### config.mk
export PLATFORM = sky130hd
export DESIGN_NAME = rnd_sat_17_16
export DESIGN_NICKNAME = d
export VERILOG_FILES = /design/src/rtl/rnd_sat_17_16_pkg.sv /design/src/rtl/rnd_sat_pipe_reg.sv /design/src/rtl/rnd_sat_17_16.sv
export SDC_FILE = /design/constraint.sdc
export NUM_CORES = 1
export LEC_CHECK = 0
export CORE_MARGIN = 4
export CORE_UTILIZATION = 50
export CTS_CLUSTER_SIZE = 40
export DETAILED_ROUTE_END_ITERATION = 8
export PLACE_DENSITY = 0.84
export SYNTH_ARGS = -nofsm -noshare
export SYNTH_HDL_FRONTEND = slang
export SYNTH_SLANG_ARGS = --single-unit
### constraint.sdc
create_clock -name clk -period 4.2 [get_ports clk]
set_input_delay 1.26 -clock clk [delete_from_list [all_inputs] [get_ports clk]]
set_output_delay 1.26 -clock clk [all_outputs]
set_load 0.02 [all_outputs]
### src/rtl/rnd_sat_17_16_pkg.sv
// rtl/rnd_sat_17_16_pkg.sv - shared constants for the rnd_sat_17_16 output-conditioning stage
//
// Purpose: sample widths shared with the upstream adder stages, the
// saturation ceiling, and the rounding-constant helper used by the top.
// Ports: none (package).
package rnd_sat_17_16_pkg;

  localparam int SAMPLE_IN_W   = 17;
  localparam int SAMPLE_OUT_W  = 16;
  localparam int SHIFT_DEFAULT = 1;

  localparam logic [SAMPLE_OUT_W-1:0] OUT_MAX = '1;

  // Half-LSB of the shifted result; zero when no shift is applied so that
  // rounding degenerates to a pass-through.
  function automatic logic [31:0] rnd_const(input int shift);
    return (shift > 0) ? (32'd1 << (shift - 1)) : 32'd0;
  endfunction

  localparam logic [31:0] RND_CONST = rnd_const(SHIFT_DEFAULT);

endpackage

### src/rtl/rnd_sat_pipe_reg.sv
// rtl/rnd_sat_pipe_reg.sv - one valid/data register slice of the rnd_sat pipeline
//
// Purpose: holds one sample and its valid bit; loads both when en_i is high,
// otherwise holds. The enable is computed by the owner (bubble-collapsing).
// Ports:
//   clk, aresetn      clock, asynchronous active-low reset
//   en_i              load enable for this slice
//   valid_i, data_i   next valid bit and payload
//   valid_o, data_o   registered valid bit and payload
module rnd_sat_pipe_reg #(
  parameter int W = 1
) (
  input  logic         clk,
  input  logic         aresetn,
  input  logic         en_i,
  input  logic         valid_i,
  input  logic [W-1:0] data_i,
  output logic         valid_o,
  output logic [W-1:0] data_o
);

  logic         valid_q, valid_d;
  logic [W-1:0] data_q, data_d;

  always_comb begin
    valid_d = valid_q;
    data_d  = data_q;
    if (en_i) begin
      valid_d = valid_i;
      data_d  = data_i;
    end
  end

  always_ff @(posedge clk or negedge aresetn) begin
    if (!aresetn) begin
      valid_q <= 1'b0;
      data_q  <= '0;
    end else begin
      valid_q <= valid_d;
      data_q  <= data_d;
    end
  end

  assign valid_o = valid_q;
  assign data_o  = data_q;

endmodule

### src/rtl/rnd_sat_17_16.sv
// rtl/rnd_sat_17_16.sv - round half-up, shift right and saturate a 17-bit sum to 16 bits
//
// Purpose: two-stage pipelined output conditioner with valid/ready on both
// sides. Stage 1 adds the rounding constant, stage 2 shifts and saturates.
// Optional feature macro: RND_SAT_STATS_EN (saturation event counter).
// Ports:
//   clk, aresetn                    clock, asynchronous active-low reset
//   s_valid_i, s_ready_o, s_data_i  input sample handshake and data
//   m_valid_o, m_ready_i, m_data_o  output sample handshake and data
//   sat_o                           output sample was saturated
//   sat_cnt_o                       consumed saturated samples (0 unless macro set)
module rnd_sat_17_16
  import rnd_sat_17_16_pkg::*;
#(
  parameter int IN_WIDTH  = SAMPLE_IN_W,
  parameter int OUT_WIDTH = SAMPLE_OUT_W,
  parameter int SHIFT     = SHIFT_DEFAULT
) (
  input  logic                 clk,
  input  logic                 aresetn,
  input  logic                 s_valid_i,
  output logic                 s_ready_o,
  input  logic [IN_WIDTH-1:0]  s_data_i,
  output logic                 m_valid_o,
  input  logic                 m_ready_i,
  output logic [OUT_WIDTH-1:0] m_data_o,
  output logic                 sat_o,
  output logic [15:0]          sat_cnt_o
);

  localparam logic [IN_WIDTH:0] RND_ADD = (IN_WIDTH + 1)'(rnd_const(SHIFT));

  logic en1, en2;
  logic v1, v2;
  logic [IN_WIDTH:0]  r1_d, r1_q;
  logic [IN_WIDTH:0]  q;
  logic               sat_d;
  logic [OUT_WIDTH:0] s2_d, s2_q;

  // A stage may load when it is empty or its content moves on this edge,
  // so bubbles are squeezed out even while the output is stalled.
  assign en2       = !v2 || m_ready_i;
  assign en1       = !v1 || en2;
  assign s_ready_o = en1;

  // One extra bit keeps the rounding add from overflowing.
  assign r1_d = {1'b0, s_data_i} + RND_ADD;

  rnd_sat_pipe_reg #(.W(IN_WIDTH + 1)) u_stage1 (
    .clk     (clk),
    .aresetn (aresetn),
    .en_i    (en1),
    .valid_i (s_valid_i),
    .data_i  (r1_d),
    .valid_o (v1),
    .data_o  (r1_q)
  );

  // Any set bit at or above OUT_WIDTH means q exceeds the 16-bit ceiling.
  always_comb begin
    q     = r1_q >> SHIFT;
    sat_d = |q[IN_WIDTH:OUT_WIDTH];
    s2_d  = sat_d ? {1'b1, {OUT_WIDTH{1'b1}}} : {1'b0, q[OUT_WIDTH-1:0]};
  end

  rnd_sat_pipe_reg #(.W(OUT_WIDTH + 1)) u_stage2 (
    .clk     (clk),
    .aresetn (aresetn),
    .en_i    (en2),
    .valid_i (v1),
    .data_i  (s2_d),
    .valid_o (v2),
    .data_o  (s2_q)
  );

  assign m_valid_o = v2;
  assign sat_o     = s2_q[OUT_WIDTH];
  assign m_data_o  = s2_q[OUT_WIDTH-1:0];

`ifdef RND_SAT_STATS_EN
  logic [15:0] sat_cnt_q, sat_cnt_d;

  // Counts consumed saturated outputs; sticks at all-ones instead of wrapping.
  always_comb begin
    sat_cnt_d = sat_cnt_q;
    if (m_valid_o && m_ready_i && sat_o && (sat_cnt_q != 16'hFFFF)) begin
      sat_cnt_d = sat_cnt_q + 16'd1;
    end
  end

  always_ff @(posedge clk or negedge aresetn) begin
    if (!aresetn) begin
      sat_cnt_q <= '0;
    end else begin
      sat_cnt_q <= sat_cnt_d;
    end
  end

  assign sat_cnt_o = sat_cnt_q;
`else
  assign sat_cnt_o = '0;
`endif

endmodule

==> out/qor.csv <==
stage,metric,value,unit
routing,Post-Route WL,3446,um
setup_path,launching point of the worst reg2reg path,u_stage2.valid_o,
floorplan,core area,3468,um2
logic_synthesis,number of enable flip-flop cells after synthesis,0,
sta,minimum clock period,3917,ps
clocking,CTS tree,done,
setup_path,FF-to-FF setup slack,2580,ps
sta,Worst Skew,5.257,ps
clocking,CTS Buf Count,5,
hold_path,Hold Crit Depth,1,
clocking,H-tree depth,2,
routing,Via density,4.918,
final_layout,layout net count,256,
global_route,global-route wire length before repair,5595,um
clocking,Clock transition at path regs,60,ps
logic_synthesis,Synth area leaders,"dfrtp_1, nor2_1, buf_4",
setup_path,crit path cell chain,"clkdlybuf4s50_1, nor2b_2, and2_1, inv_1, clkdlybuf4s50_1",
logic_synthesis,synthesized area per cell,9.548,um2
sta,Max Clock Freq,255.3,MHz
logic_synthesis,Post-Syn Instances,195,
floorplan,initial core utilization,0.5368,
clocking,Worst-Skew Late Latency,290,ps
logic_synthesis,Synth top area share,0.4839,
setup_path,critical path capture point type,output pin,
final_layout,Layout area overhead,24.06,%
floorplan,Die Ht,69.02,um
final_layout,"commonest non-fill, non-tap cells in the layout","clkdlybuf4s50_1, dfrtp_1, nor2_1",
setup_path,crit path capture,s_ready_o,
global_route,antenna violations before repair,0,
floorplan,Die Wd,69.02,um
final_layout,n_diodes,0,
clocking,Resized cells post-CTS,0,
logic_synthesis,Seq cells post-synth,36,
final_layout,non-filler instance count after layout,280,
power,Pwr Density,365.5,nW/um2
setup_path,"most used cell, CP",clkdlybuf4s50_1,
power,Leakage,0.9383,nW
final_layout,# fillers,294,
logic_synthesis,"Seq/Total Area, Yosys",0.4839,
routing,Pre-Repair DR Iteration Count,4,
sta,Slew HR,0.6261,
sta,RSZ-0062 raised after global routing,no,
global_route,Tot GR Track Use,0.1496,
sta,endpoints failing setup,0,
clocking,Max Root-Sink Buffers,2,
logic_synthesis,"Top FF cell, synth",dfrtp_1,
final_layout,"commonest non-fill, non-tap cell in the layout",clkdlybuf4s50_1,
setup_path,Worst Reg-to-Reg Cells,5,
logic_synthesis,area of the mapped netlist,1862,um2
clocking,post-CTS repair timing setup buffer count,0,
setup_path,Required @ worst endpoint,2940,ps
setup_path,critical path launch point type,primary input,
clocking,Post-CTS Hold Buffers,0,
placement,Placement Setup Slack,278.8,ps
logic_synthesis,"Async S/R FF share, synth",1.000,
placement,gpl congestion,0.8827,
sta,PnR worst setup slack,282.6,ps
routing,antenna-violating nets left,0,
power,total power,0.8442,mW
final_layout,layout cells sized above 1,0.1111,
power,worst vdd ir,0.0002246,V
sta,final hold vios,0,
setup_path,Reg-to-Reg End,u_stage1.data_o[1],
global_route,largest net degree at the start of global routing,37,
status,status,"finished, final reports clean",
routing,via total after detailed routing,1377,
placement,Placed Cells,273,
logic_synthesis,Synthesis Warnings,0,
global_route,remaining global-route overflow,0,
sta,post-route clock period utilization,0.9327,
clocking,Root Driver,clkbuf_8,
setup_path,worst path arrival time,2660,ps
clocking,Clock Sink Count,36,
routing,detail-routed net length per standard cell,12.31,um
setup_path,type of the worst setup path,in2out,
logic_synthesis,Synth cell types,28,
floorplan,DIE AREA,4764,um2
routing,Detailed Route Iter0 Violations,76,
setup_path,CP startpoint,m_ready_i,
global_route,vias in the first global route,1273,
setup_path,CP peak stage delay,600,ps
hold_path,Hold WC Path Type,reg2reg,
logic_synthesis,Synth area leader,dfrtp_1,
job,Max-cap violations,0,
routing,Post-route DRC,0,
placement,I/O Buffers,39,
placement,Final HPWL DP,2581,um
sta,setup TNS,0,ps
sta,Slew @ Worst Pin,560.9,ps
sta,Final Max Slew Viols,0,
sta,hold slack,473.4,ps
floorplan,Ports,56,
setup_path,Crit Path Max Fanout,3,
floorplan,num rows,21,
setup_path,CP max-delay cell,clkdlybuf4s50_1,
==> synthesized netlist by cell type, drive strengths merged (2+ instances only) <==
cell and count:
a21oi 15, mux2 2, nand2 20, nand4 5
clkbuf 5, nor3 4, inv 4, nor4 6
o21ai 16, buf 20, dfrtp 36, nor2 34
nand3 6, xnor2 13, xor2 2
==> worst min path at each step <==
stage	start	end
after floorplan	u_stage1.valid_o	u_stage2.valid_o
after global routing	u_stage1.valid_o	u_stage2.valid_o
after detailed placement	u_stage1.valid_o	u_stage2.valid_o
after global placement	u_stage1.valid_o	u_stage2.valid_o
final	u_stage1.valid_o	u_stage2.valid_o
after CTS	u_stage1.valid_o	u_stage2.valid_o
==> cell type report <==
class	instances	area (um2)	share of cell area
Inverter	4	15.01	0.006501
Tap cell	46	57.56	0.02492
Timing Repair Buffer	42	412.9	0.1788
Clock inverter	1	5.005	0.002167
Sequential cell	36	900.9	0.3900
Clock buffer	6	72.57	0.03142
Multi-Input combinational cell	145	845.8	0.3662
==> sequential cells by signal, summed over array words and instances, names as in the netlist <==
| signal | count |
|---|---|
| u_stage1.valid_o | 1 |
| u_stage2.valid_o | 1 |
| u_stage2.data_o | 17 |
| u_stage1.data_o | 17 |
==> power breakdown <==
group | internal [mW] | total, mW | switching [mW]
logic | 0.0916 | 0.209 | 0.118
registers | 0.390 | 0.413 | 0.0227
clock network | 0.112 | 0.222 | 0.109
==> cells by family (layout without fill, tap and decap cells) <==
family,count (synthesis),count (layout),synth area share
AO/OA/AOI/OAI,32,32,0.09677
XOR/XNOR,15,15,0.07057
adder cells (fa/ha/maj),1,1,0.006719
buffers and inverters,29,53,0.09342
flip-flops,36,36,0.4839
multiplexers,2,2,0.01210
other,1,16,0.002014
AND/OR/NAND/NOR,79,79,0.2345
==> layer usage <==
metal | wire length, um | vias up | track usage | share of wire
met5 | 0 | - | 0 | 0
met4 | 76 | 0 | 0.09111 | 0.022
met3 | 242 | 5 | 0.04651 | 0.070
met2 | 1608 | 47 | 0.2415 | 0.47
met1 | 1518 | 634 | 0.1726 | 0.44
li1 | - | 691 | - | -
==> through the flow <==
| step | cell area, um2 | utilization |
|---|---|---|
| detailed placement | 2232 | 0.6436 |
| global route | 2310 | 0.6659 |
| finish | 2310 | 0.6659 |
| floorplan | 1918 | - |
| global placement | 2232 | 0.6436 |
| CTS | 2310 | 0.6659 |
==> worst max-delay path, delay by kind of cell <==
kind | cells | cell delay [ps]
simple gates | 2 | 230
buf+inv | 3 | 1160
(Power assumes the default switching activity.)
